--- src/rtl/majority_voter.sv ---
// majority_voter
//   Triple-modular-redundancy bit voter with per-voter fault tracking.
//   Produces the 2-of-3 majority of three vote bits combinationally, plus a
//   registered copy, unanimity/popcount status and sticky per-voter fault
//   flags for voters that disagree with the majority for FAULT_LIMIT
//   consecutive cycles.
//
// Parameters
//   FAULT_LIMIT     consecutive disagreeing cycles that mark a voter faulty (1..255)
//
// Ports
//   votes           in   [2:0]  one vote bit per voter, bit i is voter i
//   y               out         combinational majority of votes
//   clk             in          rising-edge clock
//   reset           in          asynchronous active-high reset
//   clear_fault     in          synchronous clear of fault flags and run counters
//   y_q             out         y registered on clk
//   unanimous       out         1 when votes is 3'b000 or 3'b111
//   count           out  [1:0]  number of 1 bits in votes
//   fault           out  [2:0]  sticky fault flag per voter
//   disagree_total  out  [15:0] saturating count of non-unanimous cycles
//
// Build option
//   MAJORITY_VOTER_STATS_EN  when defined, disagree_total is a real counter;
//                            otherwise it is tied to zero and no register is built.
module majority_voter #(
   parameter int unsigned FAULT_LIMIT = 4
) (
   input  logic [2:0]  votes,
   output logic        y,
   input  logic        clk,
   input  logic        reset,
   input  logic        clear_fault,
   output logic        y_q,
   output logic        unanimous,
   output logic [1:0]  count,
   output logic [2:0]  fault,
   output logic [15:0] disagree_total
);

   localparam int unsigned RUN_W = $clog2(FAULT_LIMIT + 1);
   localparam logic [RUN_W-1:0] RUN_MAX = RUN_W'(FAULT_LIMIT);

   logic [2:0][RUN_W-1:0] run_q, run_d;
   logic [2:0]            fault_q, fault_d;

   // Combinational status
   always_comb begin
      y         = (votes[0] & votes[1]) | (votes[0] & votes[2]) | (votes[1] & votes[2]);
      unanimous = (votes == 3'b000) || (votes == 3'b111);
      count     = 2'(votes[0]) + 2'(votes[1]) + 2'(votes[2]);
   end

   // Per-voter consecutive-disagreement tracking; clear wins over a same-edge set.
   always_comb begin
      run_d   = run_q;
      fault_d = fault_q;
      for (int unsigned i = 0; i < 3; i++) begin
         if (clear_fault) begin
            run_d[i]   = '0;
            fault_d[i] = 1'b0;
         end else if (votes[i] != y) begin
            if (run_q[i] != RUN_MAX) begin
               run_d[i] = run_q[i] + 1'b1;
            end
            if (run_d[i] == RUN_MAX) begin
               fault_d[i] = 1'b1;
            end
         end else begin
            run_d[i] = '0;
         end
      end
   end

   always_ff @(posedge clk or posedge reset) begin
      if (reset) begin
         y_q     <= 1'b0;
         run_q   <= '0;
         fault_q <= '0;
      end else begin
         y_q     <= y;
         run_q   <= run_d;
         fault_q <= fault_d;
      end
   end

   assign fault = fault_q;

`ifdef MAJORITY_VOTER_STATS_EN
   logic [15:0] total_q, total_d;

   // Saturating count of cycles where the voters were not unanimous; only reset clears it.
   always_comb begin
      total_d = total_q;
      if (!unanimous && (total_q != 16'hFFFF)) begin
         total_d = total_q + 16'd1;
      end
   end

   always_ff @(posedge clk or posedge reset) begin
      if (reset) begin
         total_q <= '0;
      end else begin
         total_q <= total_d;
      end
   end

   assign disagree_total = total_q;
`else
   assign disagree_total = '0;
`endif

endmodule

--- config.mk ---
export PLATFORM = sky130hd
export DESIGN_NAME = majority_voter
export DESIGN_NICKNAME = d
export VERILOG_FILES = /design/src/rtl/majority_voter.sv
export SDC_FILE = /design/constraint.sdc
export NUM_CORES = 1
export LEC_CHECK = 0
export CAP_MARGIN = 20
export CORE_MARGIN = 2
export CORE_UTILIZATION = 25
export CTS_CLUSTER_SIZE = 20
export DETAILED_ROUTE_END_ITERATION = 8
export GPL_TIMING_DRIVEN = 0
export HOLD_SLACK_MARGIN = 0.12
export PLACE_DENSITY_LB_ADDON = 0.3
export REMOVE_ABC_BUFFERS = 1
export SYNTH_ARGS = -nofsm -noshare
export SYNTH_HDL_FRONTEND = slang
export SYNTH_SLANG_ARGS = --single-unit
--- constraint.sdc ---
create_clock -name clk -period 4.6 [get_ports clk]
set_input_delay 1.15 -clock clk [delete_from_list [all_inputs] [get_ports clk]]
set_output_delay 1.15 -clock clk [all_outputs]
set_load 0.03 [all_outputs]
# Word level (Yosys, flattened, before mapping)
# Cells that the tools add are included.
[word_totals] out_inout_bits=24 reg_bits=13 word_cells=62 input_bits=6
[classes] add_sub_neg=5 n_reduce_logical=11 n_eq_ne=10 n_bitwise=5 n_mux=24
[ops] cell="2-to-1 mux 3 bit" n=15
[ops] cell="equality test 3 bit, second input constant" n=4
[ops] cell="nonzero test 2 bit" n=6
[ops] cell="adder 3 x 1 -> 3 bit, second input constant" n=3
[ops] cell="2-to-1 mux 1 bit" n=9
[ops] cell="!= test 3 bit, second input constant" n=3
[ops] cell="AND reduction 2 bit" n=3
[ops] cell="AND 1 bit" n=3
[ops] cell="logical NOT 3 bit" n=1
[ops] cell="!= test 1 bit" n=3
[ops] cell="adder 1 x 1 -> 2 bit" n=1
[ops] cell="adder 2 x 1 -> 2 bit" n=1
[ops] cell="bitwise OR 1 bit" n=2
[ops] cell="logical OR 1 bit" n=1

# Depth between registers and ports, before layout
[depth] word_depth=10 depth_mapped=5 mapped_depth_nobuf=5

# Worst setup path after synthesis
# No wires, ideal clock.
[synth_path] path_type="input port to output port" startpoint="input votes[0]" endpoint="output count[1]" arrival_ps=2172 required_time_ps=3450 path_stages=4 path_buffers=1 slack_ps=1278 path_cell_list="inv_1 > fa_1 > inv_1 > buf_4"
[synth_between] elab_chain_cells=2
[synth_rtl] item="from (decl)" line="29" text="input logic [2:0] votes,"
[synth_rtl] item="adder 1 x 1 -> 2 bit" line="51" text="count = 2'(votes[0]) + 2'(votes[1]) + 2'(votes[2]);"
[synth_rtl] item="adder 2 x 1 -> 2 bit" line="51"
[synth_rtl] item="to (decl)" line="36" text="output logic [1:0] count,"
# Every way passes these cells.

# Worst setup path in the final report
[layout_path] startpoint="input votes[0]" endpoint="output y"
[layout_between] elab_chain_cells=3 elab_cells_between_ends=4 cone_classes="bitwise (4)"
[layout_rtl] item="AND 1 bit" line="49" text="y = (votes[0] & votes[1]) | (votes[0] & votes[2]) | (votes[1] & votes[2]);"
[layout_rtl] item="bitwise OR 1 bit * (2 in a row)" line="49"
[layout_rtl] item="to (decl)" line="30" text="output logic y,"
# Mark *: on every way between the ends. The rest lies on a longest branch, timed or not.

==> qor_table.md <==
| Stage | Result | Value |
| --- | --- | --- |
| synthesis | Number of unique standard cell types used by synthesis | 22 |
| synthesis | Yosys warning total | 0 |
| critical path | Crit Path Category | input pin to primary output |
| timing | Final hold violation count | 0 |
| min path | Worst hold path startpoint | fault[1] |
| die | Horizontal die dimension | 63.5 um |
| route | Number of nets with antenna violations after detailed routing | 0 |
| final layout | Share of cells above drive strength 1 | 0.0446 |
| placement | Pre-CTS WS | 329 ps |
| synthesis | FF+latch count, synth | 13 |
| clocking | Worst skew pair latency | 260 ps |
| min path | Worst min-delay path class | flip-flop to flip-flop |
| global routing | Aggregate global-route resource usage | 0.0746 |
| route | DRC violations left | 0 |
| route | Wirelength per Cell | 8.53 um |
| route | Detailed Routing Iterations Pass 1 | 2 |
| min path | Hold depth | 2 |
| critical path | Reg2Reg Capture Point | fault[2] |
| final layout | Nets | 126 |
| timing | Fraction of the cycle the final worst path needs | 0.923 |
| final layout | Number of inserted diodes | 0 |
| critical path | Critical path fanouts, max | 4 |
| critical path | Type of destination of the critical path | primary output |
| route | Avg Vias per Cell | 3.80 |
| die | Die Ht | 63.5 um |
| critical path | Startpoint class of the critical path | input pin |
| critical path | Worst reg-to-reg setup slack | 3260 ps |
| die | Core outline area | 3360 sq um |
| timing | Time the worst path needs with I/O delays and setup | 4250 ps |
| die | Starting density of the core | 0.263 |
| timing | Final setup skew | 0.713 ps |
| clocking | CTS sink count | 13 |
| placement | Routability cong. | 0.680 |
| global routing | Wire length of the first global-routing pass | 2390 um |
| clocking | Number of buffers on the longest clock path | 2 |
| final layout | Count of fill cells added during filler insertion | 376 |
| synthesis | Mean cell area of the mapped netlist | 9.12 sq um |
| pwr | Pwr/cell area | 260 nW/um^2 |
| timing | Fin. max-slew vios | 0 |
| clocking | Total clock buffers created by CTS | 3 |
| synthesis | Cell area after synthesis | 885 sq um |
| flow run | Number of max-cap violations | 0 |
| status | Outcome | completed |
| clocking | Quantity of hold-fixing buffers added after cts | 0 |
| final layout | Post-route cell area | 1030 sq um |
| synthesis | Synthesized netlist cell count | 97 |
| placement | Instance area after placement | 1000 sq um |
| critical path | Data arrival time of the critical path | 3100 ps |
| clocking | Clock root buffer | sky130_fd_sc_hd__clkbuf_4 |
| global routing | Largest net degree at the start of global routing | 14 |
| die | Die footprint | 4030 sq um |
| placement | Input/output buffers | 13 |
| clocking | Count of H-tree levels built during CTS | 1 |
| final layout | Area Overhead vs Synth | 16.1% |
| timing | Fmax | 0.235 GHz |
| global routing | Via count of the first global-routing pass | 602 |
| clocking | CTS tree | built |
| timing | Setup total negative slack | 0 ps |
| pwr | Static power due to leakage | 0.496 nW |
| synthesis | Sequential fraction of the synthesis area | 0.368 |
| route | Detailed router's first-iteration violation count | 2 |
| timing | Setup violations, final | 0 |
| global routing | Gr ovfl total | 0 |
| timing | Slack of the critical path | 353 ps |
| critical path | Startpoint of the worst register-to-register path | run_q[6] |
| global routing | Number of antenna violations at the first check in global routing | 0 |
| pwr | Maximum ir drop on the vdd rail | 0.154 mV |
| clocking | CTS clock-pin slew for the worst setup and hold paths | 70 ps |
| route | Total via count in the routed design | 600 |
| min path | Hold Crit Endpoint | fault[1] |
| critical path | CP Data Required Time | 3450 ps |
| die | Top Ports | 30 |
| route | Routed wire length | 1350 um |
| clocking | Buffers inserted during post-CTS setup optimization | 0 |
| placement | HPWL after detailed placement | 1150 um |
| pwr | Final Power | 267 uW |
| die | Number of rows in the core area | 21 |
| timing | Hold Worst Slack | 544 ps |
| critical path | Worst Reg-to-Reg Cells | 5 |
| timing | RSZ-0062 raised after global routing | false |
| clocking | Number of instances resized during post-cts repair | 0 |
synthesized netlist by cell type:
| master | count | share of area |
|---|---|---|
| sky130_fd_sc_hd__nor2b_1 | 2 | 0.014 |
| sky130_fd_sc_hd__fa_1 | 1 | 0.023 |
| sky130_fd_sc_hd__nor2_1 | 7 | 0.030 |
| sky130_fd_sc_hd__conb_1 | 1 | 0.0042 |
| sky130_fd_sc_hd__ha_1 | 6 | 0.085 |
| sky130_fd_sc_hd__buf_4 | 17 | 0.14 |
| sky130_fd_sc_hd__nand2_1 | 6 | 0.025 |
| sky130_fd_sc_hd__o32ai_2 | 1 | 0.018 |
| sky130_fd_sc_hd__nand4bb_1 | 1 | 0.013 |
| sky130_fd_sc_hd__mux2i_1 | 2 | 0.023 |
| sky130_fd_sc_hd__nand2b_1 | 2 | 0.014 |
| sky130_fd_sc_hd__xnor2_1 | 5 | 0.050 |
| sky130_fd_sc_hd__or2_2 | 1 | 0.0071 |
| sky130_fd_sc_hd__o32ai_1 | 2 | 0.020 |
| sky130_fd_sc_hd__inv_1 | 16 | 0.068 |
| sky130_fd_sc_hd__o21ai_0 | 2 | 0.011 |
| sky130_fd_sc_hd__a21oi_1 | 2 | 0.011 |
| sky130_fd_sc_hd__nand3_1 | 4 | 0.023 |
| sky130_fd_sc_hd__nand3b_1 | 3 | 0.025 |
| sky130_fd_sc_hd__and2_1 | 2 | 0.014 |
| sky130_fd_sc_hd__dfrtp_1 | 13 | 0.37 |
| sky130_fd_sc_hd__xor2_1 | 1 | 0.0099 |
power breakdown:
group | switching, mW | total (mW) | internal, mW
logic | 0.0495 | 0.0763 | 0.0268
registers | 0.00458 | 0.124 | 0.119
clock network | 0.0331 | 0.0666 | 0.0335
layout make-up:
type | count | area [sq um] | area share
clock buffers | 4 | 26.3 | 0.0256
inverters | 16 | 60.1 | 0.0585
repair buffers | 13 | 130 | 0.127
well taps | 46 | 57.6 | 0.0560
flip-flops and latches | 13 | 325 | 0.317
multi-input cells | 66 | 428 | 0.417
per-stage QoR:
step | util | instances
6_report | 0.305 | 158
5_1_grt | 0.305 | 158
4_1_cts | 0.305 | 158
3_5_place_dp | 0.298 | 154
3_3_place_gp | 0.298 | 154
2_1_floorplan | - | 95
routing by layer:
layer | share of wire | global-route usage | routed length, um
met5 | 0 | 0 | 0
met4 | 0.012 | 0.0489 | 16
met3 | 0.088 | 0.0179 | 119
met2 | 0.47 | 0.126 | 634
met1 | 0.43 | 0.0825 | 578
sequential cells by signal (all words and copies together), names as in the netlist:
name,flops
y_q,1
fault,3
run_q,9
worst max path at each step:
| stage | from | end | cells past startpoint |
|---|---|---|---|
| after CTS | votes[0] | count[1] | 5 |
| after detailed placement | votes[0] | count[1] | 5 |
| after global placement | votes[0] | count[1] | 5 |
| after floorplan | votes[0] | count[1] | 3 |
| after global routing | votes[0] | count[1] | 5 |
| final | votes[0] | y | 5 |
layout by cell type (no fill, tap or decap), types with 3 or more instances in the layout:
| master | synthesis | final |
|---|---|---|
| sky130_fd_sc_hd__clkbuf_4 | 0 | 3 |
| sky130_fd_sc_hd__clkdlybuf4s50_1 | 0 | 13 |
| sky130_fd_sc_hd__conb_1 | 1 | 16 |
| sky130_fd_sc_hd__dfrtp_1 | 13 | 13 |
| sky130_fd_sc_hd__ha_1 | 6 | 6 |
| sky130_fd_sc_hd__inv_1 | 16 | 16 |
| sky130_fd_sc_hd__nand2_1 | 6 | 6 |
| sky130_fd_sc_hd__nand3_1 | 4 | 4 |
| sky130_fd_sc_hd__nand3b_1 | 3 | 3 |
| sky130_fd_sc_hd__nor2_1 | 7 | 7 |
| sky130_fd_sc_hd__xnor2_1 | 5 | 5 |
critical path: stages:
cell and delay, ps:
sky130_fd_sc_hd__clkdlybuf4s50_1 520, sky130_fd_sc_hd__inv_1 90, sky130_fd_sc_hd__fa_1 530, sky130_fd_sc_hd__inv_1 130, sky130_fd_sc_hd__clkdlybuf4s50_1 680
logic make-up (layout without fill, tap and decap cells):
kind of cell             Yosys count  count (layout)  share of synthesized area
AO/OA/AOI/OAI                      7               7                     0.0608
adder cells (fa/ha/maj)            7               7                      0.107
XOR/XNOR                           6               6                     0.0594
other                              1              16                    0.00424
multiplexers                       2               2                     0.0226
AND/OR/NAND/NOR                   28              28                      0.165
flip-flops                        13              13                      0.368
buffers and inverters             33              33                      0.212
No activity file was read; power rests on OpenSTA's default activity.
